[src/rtl/add_mul_mix_acc_4_bit.sv]
// Block accumulator for the 4-bit add/multiply datapath.
// Sums N_TERMS unsigned 8-bit products into a saturating ACC_W-bit total,
// then presents the total on a valid/ready output port.
// There is no skid buffer, so input and output are never serviced at the same time.

module add_mul_mix_acc_4_bit #(
  parameter int unsigned N_TERMS = 4,
  parameter int unsigned ACC_W   = 12
) (
  input  logic             clk,
  input  logic             rst,
  input  logic [7:0]       prod_in,
  input  logic             prod_valid,
  output logic             prod_ready,
  input  logic             clear,
  output logic [ACC_W-1:0] acc_out,
  output logic             acc_valid,
  input  logic             acc_ready,
  output logic             ovf
);

  // Five bits hold a count of 16, so the counter cannot wrap inside a block.
  localparam int unsigned     CntW    = 5;
  localparam logic [CntW-1:0] LastCnt = CntW'(N_TERMS - 1);
  localparam logic [ACC_W-1:0] AccMax = '1;

  localparam logic StAcc  = 1'b0;
  localparam logic StDone = 1'b1;

  logic             state_q, state_d;
  logic [ACC_W-1:0] acc_q, acc_d;
  logic [CntW-1:0]  cnt_q, cnt_d;
  logic             ovf_q, ovf_d;
  logic [ACC_W-1:0] acc_out_q, acc_out_d;
  logic             ovf_out_q, ovf_out_d;

  logic             accept;
  logic [ACC_W:0]   sum;
  logic             sum_ovf;
  logic [ACC_W-1:0] sum_sat;

  assign prod_ready = (state_q == StAcc);
  // A clear in the same cycle discards the product.
  assign accept     = prod_ready & prod_valid & ~clear;

  // Once the accumulator is saturated, any further non-zero add overflows again.
  // The result therefore stays pinned at the maximum value.
  assign sum     = {1'b0, acc_q} + {{(ACC_W - 7){1'b0}}, prod_in};
  assign sum_ovf = sum[ACC_W];
  assign sum_sat = sum_ovf ? AccMax : sum[ACC_W-1:0];

  // Next-state logic for the ACC/DONE handshake FSM and the accumulator datapath.
  always_comb begin
    state_d   = state_q;
    acc_d     = acc_q;
    cnt_d     = cnt_q;
    ovf_d     = ovf_q;
    acc_out_d = acc_out_q;
    ovf_out_d = ovf_out_q;
    case (state_q)
      StAcc: begin
        if (clear) begin
          acc_d = '0;
          cnt_d = '0;
          ovf_d = 1'b0;
        end else if (accept) begin
          acc_d = sum_sat;
          ovf_d = ovf_q | sum_ovf;
          cnt_d = cnt_q + CntW'(1);
          if (cnt_q == LastCnt) begin
            state_d   = StDone;
            acc_out_d = sum_sat;
            ovf_out_d = ovf_q | sum_ovf;
          end
        end
      end
      StDone: begin
        // A clear drops the block even when the consumer is ready.
        if (clear || acc_ready) begin
          state_d = StAcc;
          acc_d   = '0;
          cnt_d   = '0;
          ovf_d   = 1'b0;
        end
      end
      default: begin
        state_d = StAcc;
      end
    endcase
  end

  // State registers with synchronous active-high reset.
  always_ff @(posedge clk) begin
    if (rst) begin
      state_q   <= StAcc;
      acc_q     <= '0;
      cnt_q     <= '0;
      ovf_q     <= 1'b0;
      acc_out_q <= '0;
      ovf_out_q <= 1'b0;
    end else begin
      state_q   <= state_d;
      acc_q     <= acc_d;
      cnt_q     <= cnt_d;
      ovf_q     <= ovf_d;
      acc_out_q <= acc_out_d;
      ovf_out_q <= ovf_out_d;
    end
  end

  assign acc_valid = (state_q == StDone);
  assign acc_out   = acc_out_q;
  assign ovf       = ovf_out_q;

endmodule

[config.mk]
export PLATFORM = sky130hd
export DESIGN_NAME = add_mul_mix_acc_4_bit
export DESIGN_NICKNAME = d
export VERILOG_FILES = /design/src/rtl/add_mul_mix_acc_4_bit.sv
export SDC_FILE = /design/constraint.sdc
export NUM_CORES = 1
export LEC_CHECK = 0
export ABC_AREA = 1
export CAP_MARGIN = 20
export CORE_MARGIN = 8
export CORE_UTILIZATION = 53
export CTS_CLUSTER_DIAMETER = 120
export DETAILED_ROUTE_END_ITERATION = 8
export PLACE_DENSITY_LB_ADDON = 0.15
export SYNTH_ARGS = -nofsm -noshare
export SYNTH_HDL_FRONTEND = slang
export SYNTH_SLANG_ARGS = --single-unit
[constraint.sdc]
create_clock -name clk -period 2 [get_ports clk]
set_clock_uncertainty 0.05 [all_clocks]
set_input_delay 0.3 -clock clk [delete_from_list [all_inputs] [get_ports clk]]
set_output_delay 0.3 -clock clk [all_outputs]
set_load 0.01 [all_outputs]
==> metrics.md, run 1 <==
| Metric | Value |
|---|---|
| Status | `complete, no violations` |
| 1st-iter DRT viols | `68` |
| Post-synth EDFFs | `0` |
| TritonCTS Buffers | `5` |
| Syn nets | `304` |
| Post-synth top area share | `0.335` |
| Async set or reset register ratio after synthesis | `0` |
| Routed WL | `4570 um` |
| Final worst path period share | `0.939` |
| Clock Tree Root | `clkbuf_4` |
| Layout cell share with drive strength beyond 1 | `0.166` |
| Count leader, synth | `nand2_1` |
| Grt ovf | `0` |
| Syn_area_per_cell | `6.80 um^2` |
| Hold path endpoint | `acc_q[6]$_SDFFE_PP0P_` |
| Relative slew slack | `0.777` |
| Cells after DPL | `371` |
| Drt via density | `5.02` |
| FF-to-FF path depth | `13` |
| Fin Setup TNS | `0 ns` |
| Power per cell area | `557 nW/um^2` |
| CP arrival | `2.07 ns` |
| Synth Register Bits | `32` |
| Height of the die | `76.0 um` |
| GRT Total Usage | `0.164` |
| CTS Hold Bufs | `0` |
| Dominant cells by area after synthesis | `dfxtp_1 34%, nand2_1 14%, inv_1 7.1%` |
| Setup Buffers After CTS | `0` |
| Sequential Area | `641 um^2` |
| RR Startpoint | `acc_q[0]$_SDFFE_PP0P_` |
| GPL Wtd Cong | `0.861` |
| Ant diodes | `0` |
| Residual DRC | `0` |
| Die area | `5780 um^2` |
| Final Hold Violating Endpoints | `0` |
| Hold-critical path depth | `2` |
| Fillers | `300` |
| Hold Startpoint | `acc_q[6]$_SDFFE_PP0P_` |
| Setup crit end kind | `flop` |
| Multi-input combinational cell area | `1100 um^2` |
| Clock latency on the worst-skew pair | `0.34 ns` |
| DR vias | `1909` |
| Synth warnings | `0` |
| Max Fanout on Critical Path | `6` |
| Clock slew at the register clock pins of the worst setup and hold paths | `0.11 ns` |
| DRT Pass-1 Iters | `4` |
| Post-DP HPWL | `3530 um` |
| VDD IR max | `0.292 mV` |
| Worst Setup SP | `prod_in[0]` |
| Row count | `22` |
| Worst Tran Pin Value | `0.334 ns` |
| Largest net degree at the start of global routing | `19` |
| Global-route wire length before repair | `8150 um` |
| Fmax | `0.533 GHz` |
| Area growth, synth to finish | `29.1%` |
| Worst r2r dst | `ovf_q$_SDFFE_PP0P_` |
| Core area | `3550 um^2` |
| Crit path launch type | `input port` |
| H-tree depth | `2` |
| Main flop type after synthesis | `dfxtp_1` |
| Vias in the first global route | `1968` |
| Worst EP required | `2.19 ns` |
| Initial core utilization | `0.538` |
| CTS Buffer Depth | `2` |
| # port buffers | `27` |
| Clock sinks | `32` |
| I/O pin total | `28` |
| Post-synth cell types | `33` |
| Antenna violations before repair | `0` |
| Final Core Density | `0.695` |
| Post-synth top cells | `73 x nand2_1, 36 x inv_1, 34 x nor2_1, 32 x dfxtp_1, 17 x nand3_1` |
| Fin crit period | `1.88 ns` |
| Crit Path Category | `in -> reg` |
| Chip width | `76.0 um` |
| Post-Layout Cell Count | `380` |
| Worst hold path class | `reg -> reg` |
| Fin nets | `354` |
| Area leader, netlist | `dfxtp_1` |
| R2R setup slack | `0.17 ns` |
| CTS tree | `built` |
| Unrepaired setup endpoints after global routing | `no` |
| Final setup fails | `0` |
| Sequential element share of the synthesized area | `0.335` |
| Max-slew violations | `0` |
| Lkg Pwr | `1.20 nW` |
| Synth Cell Area | `1910 um^2` |
| Wire per inst | `12.0 um` |
| Final ANT Viol Nets | `0` |
| Instance count of the mapped netlist | `281` |
| Max Cap Viol | `0` |
[cells by family after synthesis]
kind of cell / Yosys count / share of synthesized area
xor+xnor: 2 / 0.00917
simple gates: 147 / 0.354
compound gates: 43 / 0.130
flops: 32 / 0.335
fa+ha+maj: 10 / 0.0694
buf+inv: 47 / 0.102
[stage by stage]
| stage | setup WS [ns] | power (mW) | area (um^2) | hold WS, ns |
|---|---|---|---|---|
| detailed placement | -0.380 | 0.888 | 2360 | 0.428 |
| CTS | 0.0462 | 1.38 | 2450 | 0.442 |
| floorplan | 0.123 | 0.795 | 1910 | 0.397 |
| global placement | -0.359 | 0.885 | 2360 | 0.409 |
| finish | 0.123 | 1.37 | 2470 | 0.440 |
| global route | 0.00135 | 1.44 | 2470 | 0.462 |
[critical path, stage by stage]
cell             delay [ns]
clkdlybuf4s50_1        0.41
ha_2                   0.20
fa_2                   0.34
nand2_1                0.07
inv_1                  0.04
nand2_1                0.06
nand2_2                0.07
nand2_2                0.08
nand2_4                0.08
nand2_4                0.13
buf_4                  0.13
nand2_1                0.04
o2111ai_1              0.06
inv_1                  0.05
[registers in the layout (all words and copies together) (netlist names)]
| register | count |
|---|---|
| ovf_q | 1 |
| acc_valid | 1 |
| acc_q | 12 |
| ovf | 1 |
| cnt_q | 5 |
| acc_out | 12 |
[worst max-delay path by stage]
stage / endpoint / slack, ns / depth (start not counted)
global placement: acc_out[2]$_SDFFE_PP0P_ / -0.36 / 13
floorplan: acc_out[3]$_SDFFE_PP0P_ / 0.12 / 13
finish: ovf_q$_SDFFE_PP0P_ / 0.12 / 14
detailed placement: acc_q[2]$_SDFFE_PP0P_ / -0.38 / 13
CTS: acc_q[8]$_SDFFE_PP0P_ / 0.05 / 12
global route: ovf_q$_SDFFE_PP0P_ / 0.001 / 14
[metal layers]
metal  up-vias  part of all wire  global-route usage
li1        994                 -                   -
met1       872              0.45               0.182
met2        35              0.49               0.290
met3         8             0.038              0.0425
met4         0             0.016              0.0627
met5         -                 0                   0
[area by class of cell]
cell class	instances	area share
multi-input combinational	203	0.446
sequential	32	0.260
timing repair buffer	49	0.178
inverter	40	0.0609
tap	48	0.0244
clock buffer	6	0.0167
clock inverter	2	0.0142
[repair_timing]
action	4_1_cts	5_1_grt
cloned	1	0
hold endpoints to repair	0	0
pin swaps	1	1
resized for setup	2	7
setup endpoints to repair	2	18
[power breakdown]
| part | switching, mW | internal (mW) | total (mW) |
|---|---|---|---|
| clock | 0.232 | 0.262 | 0.494 |
| sequential | 0.00691 | 0.646 | 0.653 |
| combinational | 0.121 | 0.104 | 0.225 |
[layout by cell type, fill, tap and decap left out, drive strengths merged]
cell type      netlist  routed
nand2               81      82
inv                 40      40
nor2                36      36
dfxtp               32      32
clkdlybuf4s50        0      27
buf                  5      22
a21oi               20      20
nand3               18      18
o21ai               16      16
ha                   9       9
clkbuf               2       6
nor3                 5       5
nand4                4       4
a31oi                3       3
xor2                 2       2
a21boi               1       1
o21bai               1       1
nand3b               1       1
o2111ai              1       1
o211ai               1       1
or2                  1       1
nor4                 1       1
fa                   1       1
bufinv               0       1
clkinv               0       1
(Power assumes the default switching activity.)
==> run 2: changes to the inputs <==
--- a/config.mk
+++ b/config.mk
@@ -15,3 +15,4 @@
 export SYNTH_ARGS = -nofsm -noshare
 export SYNTH_HDL_FRONTEND = slang
 export SYNTH_SLANG_ARGS = --single-unit
+export TNS_END_PERCENT = 30
==> run 2 against run 1 <==
Compared with the run above: clock-buffer cell count did not move; utilization fell by 0.18 points; sequential share of layout area rose by 0.066 points; die area did not move; first-iteration DRC count rose by 12%; worst setup slack improved by 0.011 ns; combinational power barely moved; final cell count fell by 0.26%; critical path depth fell by 1; sequential cell count did not move; via count fell by 0.42%; final area fell by 0.25%; highest routed layer unchanged.
==> metrics.md, run 2 (same netlist as run 1, synthesis figures left out) <==
| Metric | Value |
|---|---|
| Setup crit end kind | `flop` |
| Power per cell area | `558 nW/um^2` |
| Max Cap Viol | `0` |
| Row count | `22` |
| H-tree depth | `2` |
| Initial core utilization | `0.538` |
| Clock slew at the register clock pins of the worst setup and hold paths | `0.11 ns` |
| Final Hold Violating Endpoints | `0` |
| Clock sinks | `32` |
| Final worst path period share | `0.933` |
| Worst Tran Pin Value | `0.337 ns` |
| Unrepaired setup endpoints after global routing | `no` |
| Global-route wire length before repair | `8050 um` |
| Crit path launch type | `input port` |
| Die area | `5780 um^2` |
| Status | `complete, no violations` |
| Post-DP HPWL | `3530 um` |
| Largest net degree at the start of global routing | `19` |
| Lkg Pwr | `1.17 nW` |
| Placed instance area | `2360 um^2` |
| CTS tree | `built` |
| Chip width | `76.0 um` |
| Area growth, synth to finish | `28.7%` |
| Routed WL | `4550 um` |
| CTS Buffer Depth | `2` |
| Fin nets | `353` |
| Drt via density | `5.02` |
| RR Startpoint | `acc_q[0]$_SDFFE_PP0P_` |
| # port buffers | `27` |
| Commonest non-fill, non-tap cell in the layout | `nand2_1` |
| Final setup fails | `0` |
| DRT Pass-1 Iters | `4` |
| Cell Chain, Critical Path | `clkdlybuf4s50_1 > ha_2 > fa_2 > nand2_1 > inv_1 > nand2_1 > nand2_2 > nand2_2 > nand2_4 > nand2_8 > o21ai_0 > o21ai_0 > inv_1` |
| Most frequent cells in the layout | `73 x nand2_1, 36 x inv_1, 34 x nor2_1, 32 x dfxtp_1, 27 x clkdlybuf4s50_1` |
| Post-route cell area | `2460 um^2` |
| Worst hold path class | `reg -> reg` |
| I/O pin total | `28` |
| Layout cell share with drive strength beyond 1 | `0.163` |
| GPL Wtd Cong | `0.861` |
| 1st-iter DRT viols | `76` |
| Antenna violations before repair | `0` |
| Ant diodes | `0` |
| Clock Tree Root | `clkbuf_4` |
| Slowest CP cell | `clkdlybuf4s50_1` |
| VDD IR max | `0.294 mV` |
| Relative slew slack | `0.775` |
| GRT Total Usage | `0.162` |
| Tot Pwr | `1.37 mW` |
| Vias in the first global route | `1935` |
| Met1 global-route usage | `0.181` |
| Setup Buffers After CTS | `0` |
| Core area | `3550 um^2` |
| Met2 global-route usage | `0.288` |
| Met3 Use GR | `0.0401` |
| Height of the die | `76.0 um` |
| DR vias | `1901` |
| Grt ovf | `0` |
| Residual DRC | `0` |
| Hold Startpoint | `acc_q[6]$_SDFFE_PP0P_` |
| Final ANT Viol Nets | `0` |
| Wire per inst | `12.0 um` |
| Hold-critical path depth | `2` |
| Worst Setup SP | `prod_in[0]` |
| Worst stage delay on the critical path | `0.40 ns` |
| Worst EP required | `2.20 ns` |
| Clock latency on the worst-skew pair | `0.34 ns` |
| Fmax | `0.536 GHz` |
| CP arrival | `2.06 ns` |
| Max Fanout on Critical Path | `11` |
| Fin crit period | `1.87 ns` |
| FF-to-FF path depth | `12` |
| Crit Path Category | `in -> reg` |
| Max-slew violations | `0` |
| TritonCTS Buffers | `5` |
| Gr busiest metal | `met2` |
==> run 2: final timing paths <==
path	endpoint	slack (ns)
max	acc_out[6]$_SDFFE_PP0P_	0.13
min reg2reg	acc_q[6]$_SDFFE_PP0P_	0.44
min	acc_q[6]$_SDFFE_PP0P_	0.44
max reg2reg	acc_out[6]$_SDFFE_PP0P_	0.16
==> run 2: area by class of cell <==
cell class / count / area, um^2
Fill cell: 304 / 1090
Inverter: 40 / 150
Tap cell: 48 / 60.1
Sequential cell: 32 / 641
Multi-Input combinational cell: 202 / 1100
Clock inverter: 2 / 35.0
Timing Repair Buffer: 49 / 435
Clock buffer: 6 / 41.3
==> run 2: worst max-delay path: cells and delay by family <==
kind | cells | cell delay, ns
AO/OA/AOI/OAI | 2 | 0.26
adder cells (fa/ha/maj) | 2 | 0.52
buffers and inverters | 3 | 0.49
AND/OR/NAND/NOR | 6 | 0.48
==> run 2: stage by stage <==
stage / hold slack, ns / worst slack [ns] / setup TNS (ns) / cells / utilization
6_report: 0.439 / 0.133 / 0 / 379 / 0.693
5_1_grt: 0.462 / 0.00572 / 0 / 379 / 0.693
4_1_cts: 0.442 / -0.00691 / -0.00691 / 379 / 0.687
3_5_place_dp: 0.428 / -0.380 / -8.22 / 371 / 0.665
3_3_place_gp: 0.409 / -0.359 / -7.52 / 371 / 0.665
2_1_floorplan: 0.397 / 0.123 / 0 / 281 / -
==> run 2: report_power, final <==
part,total (mW),leakage [nW],internal [mW],switching (mW)
sequential,0.653,0.259,0.646,0.00684
combinational,0.225,0.865,0.104,0.121
clock,0.494,0.0422,0.262,0.232
==> run 2: what timing repair did <==
action | 4_1_cts | 5_1_grt
pin swaps | 0 | 1
endpoints found under the setup margin | 2 | 24
resized for setup | 1 | 5
hold buffers | 0 | 0
==> run 2: routing by layer <==
metal	routed length, um	up-vias
met5	0	-
met4	83	0
met3	199	11
met2	2210	46
met1	2060	853
li1	-	991
==> run 3: changes to the inputs <==
--- a/config.mk
+++ b/config.mk
@@ -10,6 +10,7 @@
 export CORE_MARGIN = 8
 export CORE_UTILIZATION = 53
 export CTS_CLUSTER_DIAMETER = 120
+export CTS_CLUSTER_SIZE = 14
 export DETAILED_ROUTE_END_ITERATION = 8
 export PLACE_DENSITY_LB_ADDON = 0.15
 export SYNTH_ARGS = -nofsm -noshare
==> results of run 3 <==
Final layout, timing and power as in run 2 (identical DEF).
==> edit: new RTL, settings of run 3 <==
The parameter `ACC_W` goes from 12 to 8.
--- a/src/rtl/add_mul_mix_acc_4_bit.sv
+++ b/src/rtl/add_mul_mix_acc_4_bit.sv
@@ -6,5 +6,5 @@
 module add_mul_mix_acc_4_bit #(
   parameter int unsigned N_TERMS = 4,
-  parameter int unsigned ACC_W   = 12
+  parameter int unsigned ACC_W   = 8
 ) (
   input  logic             clk,
Interface: changed (resized acc_out); port bits go from 28 to 24. No check against the original RTL was run, so the function may have changed too.
==> edit against run 3 <==
Worst hold slack got worse by 0.0022 ns. Synthesized area decreased by 29%. Final area decreased by 30%. Routed wire length decreased by 30%. Sequential cell count decreased by 8. Largest cell class unchanged. Power decreased by 30%. Worst setup slack got worse by 0.044 ns. First-iteration DRC count increased by 63%. Sequential share of layout area increased by 1.7 points. Register-to-register slack about the same. Die area decreased by 24%.
==> edit: results (changes against run 3) <==
[run_status]
status=complete, no violations

[clock_tree]
h-tree-depth=1  ; -1
clockBufferDepth=2  ; unchanged
insertion_delay_ns=0.32  ; -0.02 ns
cts_buffers=3  ; -2
path_clk_slew_ns=0.14  ; +0.03 ns
clock-root-buffer=clkbuf_4

[global_route]
grt_max_degree=14  ; -5
grt_pass1_vias=1250  ; -35%
grt_first_pass_wirelength_um=5400  ; -33%
grt_usage_pct=15.3  ; -0.94 points
antenna_found_initial=0  ; unchanged

[synthesis]
avgSynthCellArea_um2=7.02  ; +3.2%
ys_top_cells_by_area=dfxtp_1, nand2_1, ha_1
yosysUniqueCellTypes=26  ; -21%
async_reset_ff_share_pct=0  ; unchanged
ys_top_cells_by_count=nand2_1, inv_1, dfxtp_1
syn_nets=215  ; -29%
synth-seq-area-share_pct=35.7  ; +2.1 points
yosys_warnings=0  ; unchanged

[sta]
relSlewSlack_pct=82.5  ; +5.0 points

[critical_path]
slowest_stage=clkdlybuf4s50_1
crit_family=buffers and inverters
crit_fanout=5  ; -6
crit_path_max_incr_delay_ns=0.46  ; +0.06 ns
crit_arrival_ns=2.11  ; +0.05 ns

[power_and_ir_drop]
p_leak_nw=0.792  ; -32%
ir_drop_v=0.000347  ; +18%
p_sw_share_pct=27.2  ; +0.96 points

[place]
routabilityCongestion=0.824  ; -4.3%
place_hpwl_um=2500  ; -29%
portBuffers=23  ; -15%

[drt]
vias_per_cell=5.17  ; +3.1%
wl_per_cell_um=12.3  ; +2.1%
drt_iter0_drc=124  ; +63%
first_pass_iters=4  ; unchanged

[final_layout]
drive_gt1_share_pct=13.5  ; -2.8 points
num-fill-cells=202  ; -34%
antenna_cells=0  ; unchanged
finish.net_count=253  ; -28%
fin_cells=259  ; -32%

[hold_path]
hold_path.class=reg -> reg

edit: cell count changes after synthesis, sizes merged, moves of 3 or more:
| cell | before | now |
|---|---|---|
| a21oi | 20 | 15 |
| nand3 | 18 | 11 |
| nand2 | 81 | 57 |
| nand4 | 4 | 1 |
| inv | 40 | 25 |
| o21ai | 16 | 12 |
| nor2 | 36 | 18 |
| nor3 | 5 | 1 |
| dfxtp | 32 | 24 |
edit: path summary, 6_finish.rpt:
kind	from	end	slack (ns)	depth (start not counted)
min reg2reg	acc_q[7]	acc_q[7]	0.44	2
min	acc_q[7]	acc_q[7]	0.44	2
max	prod_in[0]	ovf	0.09	11
max reg2reg	acc_q[0]	ovf	0.16	10
edit: final cells by class:
class	instances	area, µm²	share of cell area [%]
clock buffers	4	36.3	2.10
inverters	27	101	5.86
multi-input cells	138	747	43.2
flip-flops and latches	24	480	27.8
well taps	30	37.5	2.17
repair buffers	36	328	18.9
edit: kinds of logic (layout without fill, tap and decap cells):
family | count (synthesis) | in the layout | synth area share [%]
flops | 24 | 24 | 35.7
xor+xnor | 2 | 2 | 1.30
compound gates | 33 | 33 | 14.0
buf+inv | 31 | 67 | 9.56
fa+ha+maj | 10 | 10 | 9.84
simple gates | 92 | 93 | 29.6
edit: power by group through the flow:
| stage | Sequential [mW] | Combinational [mW] | Clock (mW) |
|---|---|---|---|
| after detailed placement | 0.506 | 0.194 | 0 |
| after global routing | 0.497 | 0.224 | 0.281 |
| after global placement | 0.505 | 0.189 | 0 |
| after floorplan | 0.504 | 0.119 | 0 |
| after CTS | 0.495 | 0.196 | 0.258 |
| final | 0.495 | 0.199 | 0.260 |
edit: timing repair:
action	4_1_cts	5_1_grt
hold buffers	0	0
cloned	1	0
setup endpoints to repair	2	7
pin swaps	1	2
resized for setup	0	1
buffers inserted	0	1
edit: per-stage QoR:
stage / hold WS, ns / setup WS, ns / utilization, % / TNS [ns] / cell area, µm²
3_3_place_gp: 0.406 / -0.305 / 68.3 / -4.69 / 1680
2_1_floorplan: 0.328 / 0.256 / - / 0 / 1350
5_1_grt: 0.454 / 0.0164 / 70.5 / 0 / 1730
6_report: 0.436 / 0.0890 / 70.5 / 0 / 1730
4_1_cts: 0.437 / 0.0390 / 70.1 / 0 / 1720
3_5_place_dp: 0.419 / -0.345 / 68.3 / -5.40 / 1680
edit: tightest hold or removal path, stage by stage, from the launching register on:
cell     delay [ns]
dfxtp_1        0.34
nand2_1        0.06
a21oi_1        0.06
edit: layer usage:
layer | global-route usage [%] | share of wire, % | vias up
li1 | - | - | 693
met5 | 0 | 0 | -
met3 | 2.54 | 4.1 | 7
met1 | 19.3 | 46 | 612
met2 | 25.6 | 48 | 27
met4 | 4.80 | 1.5 | 0
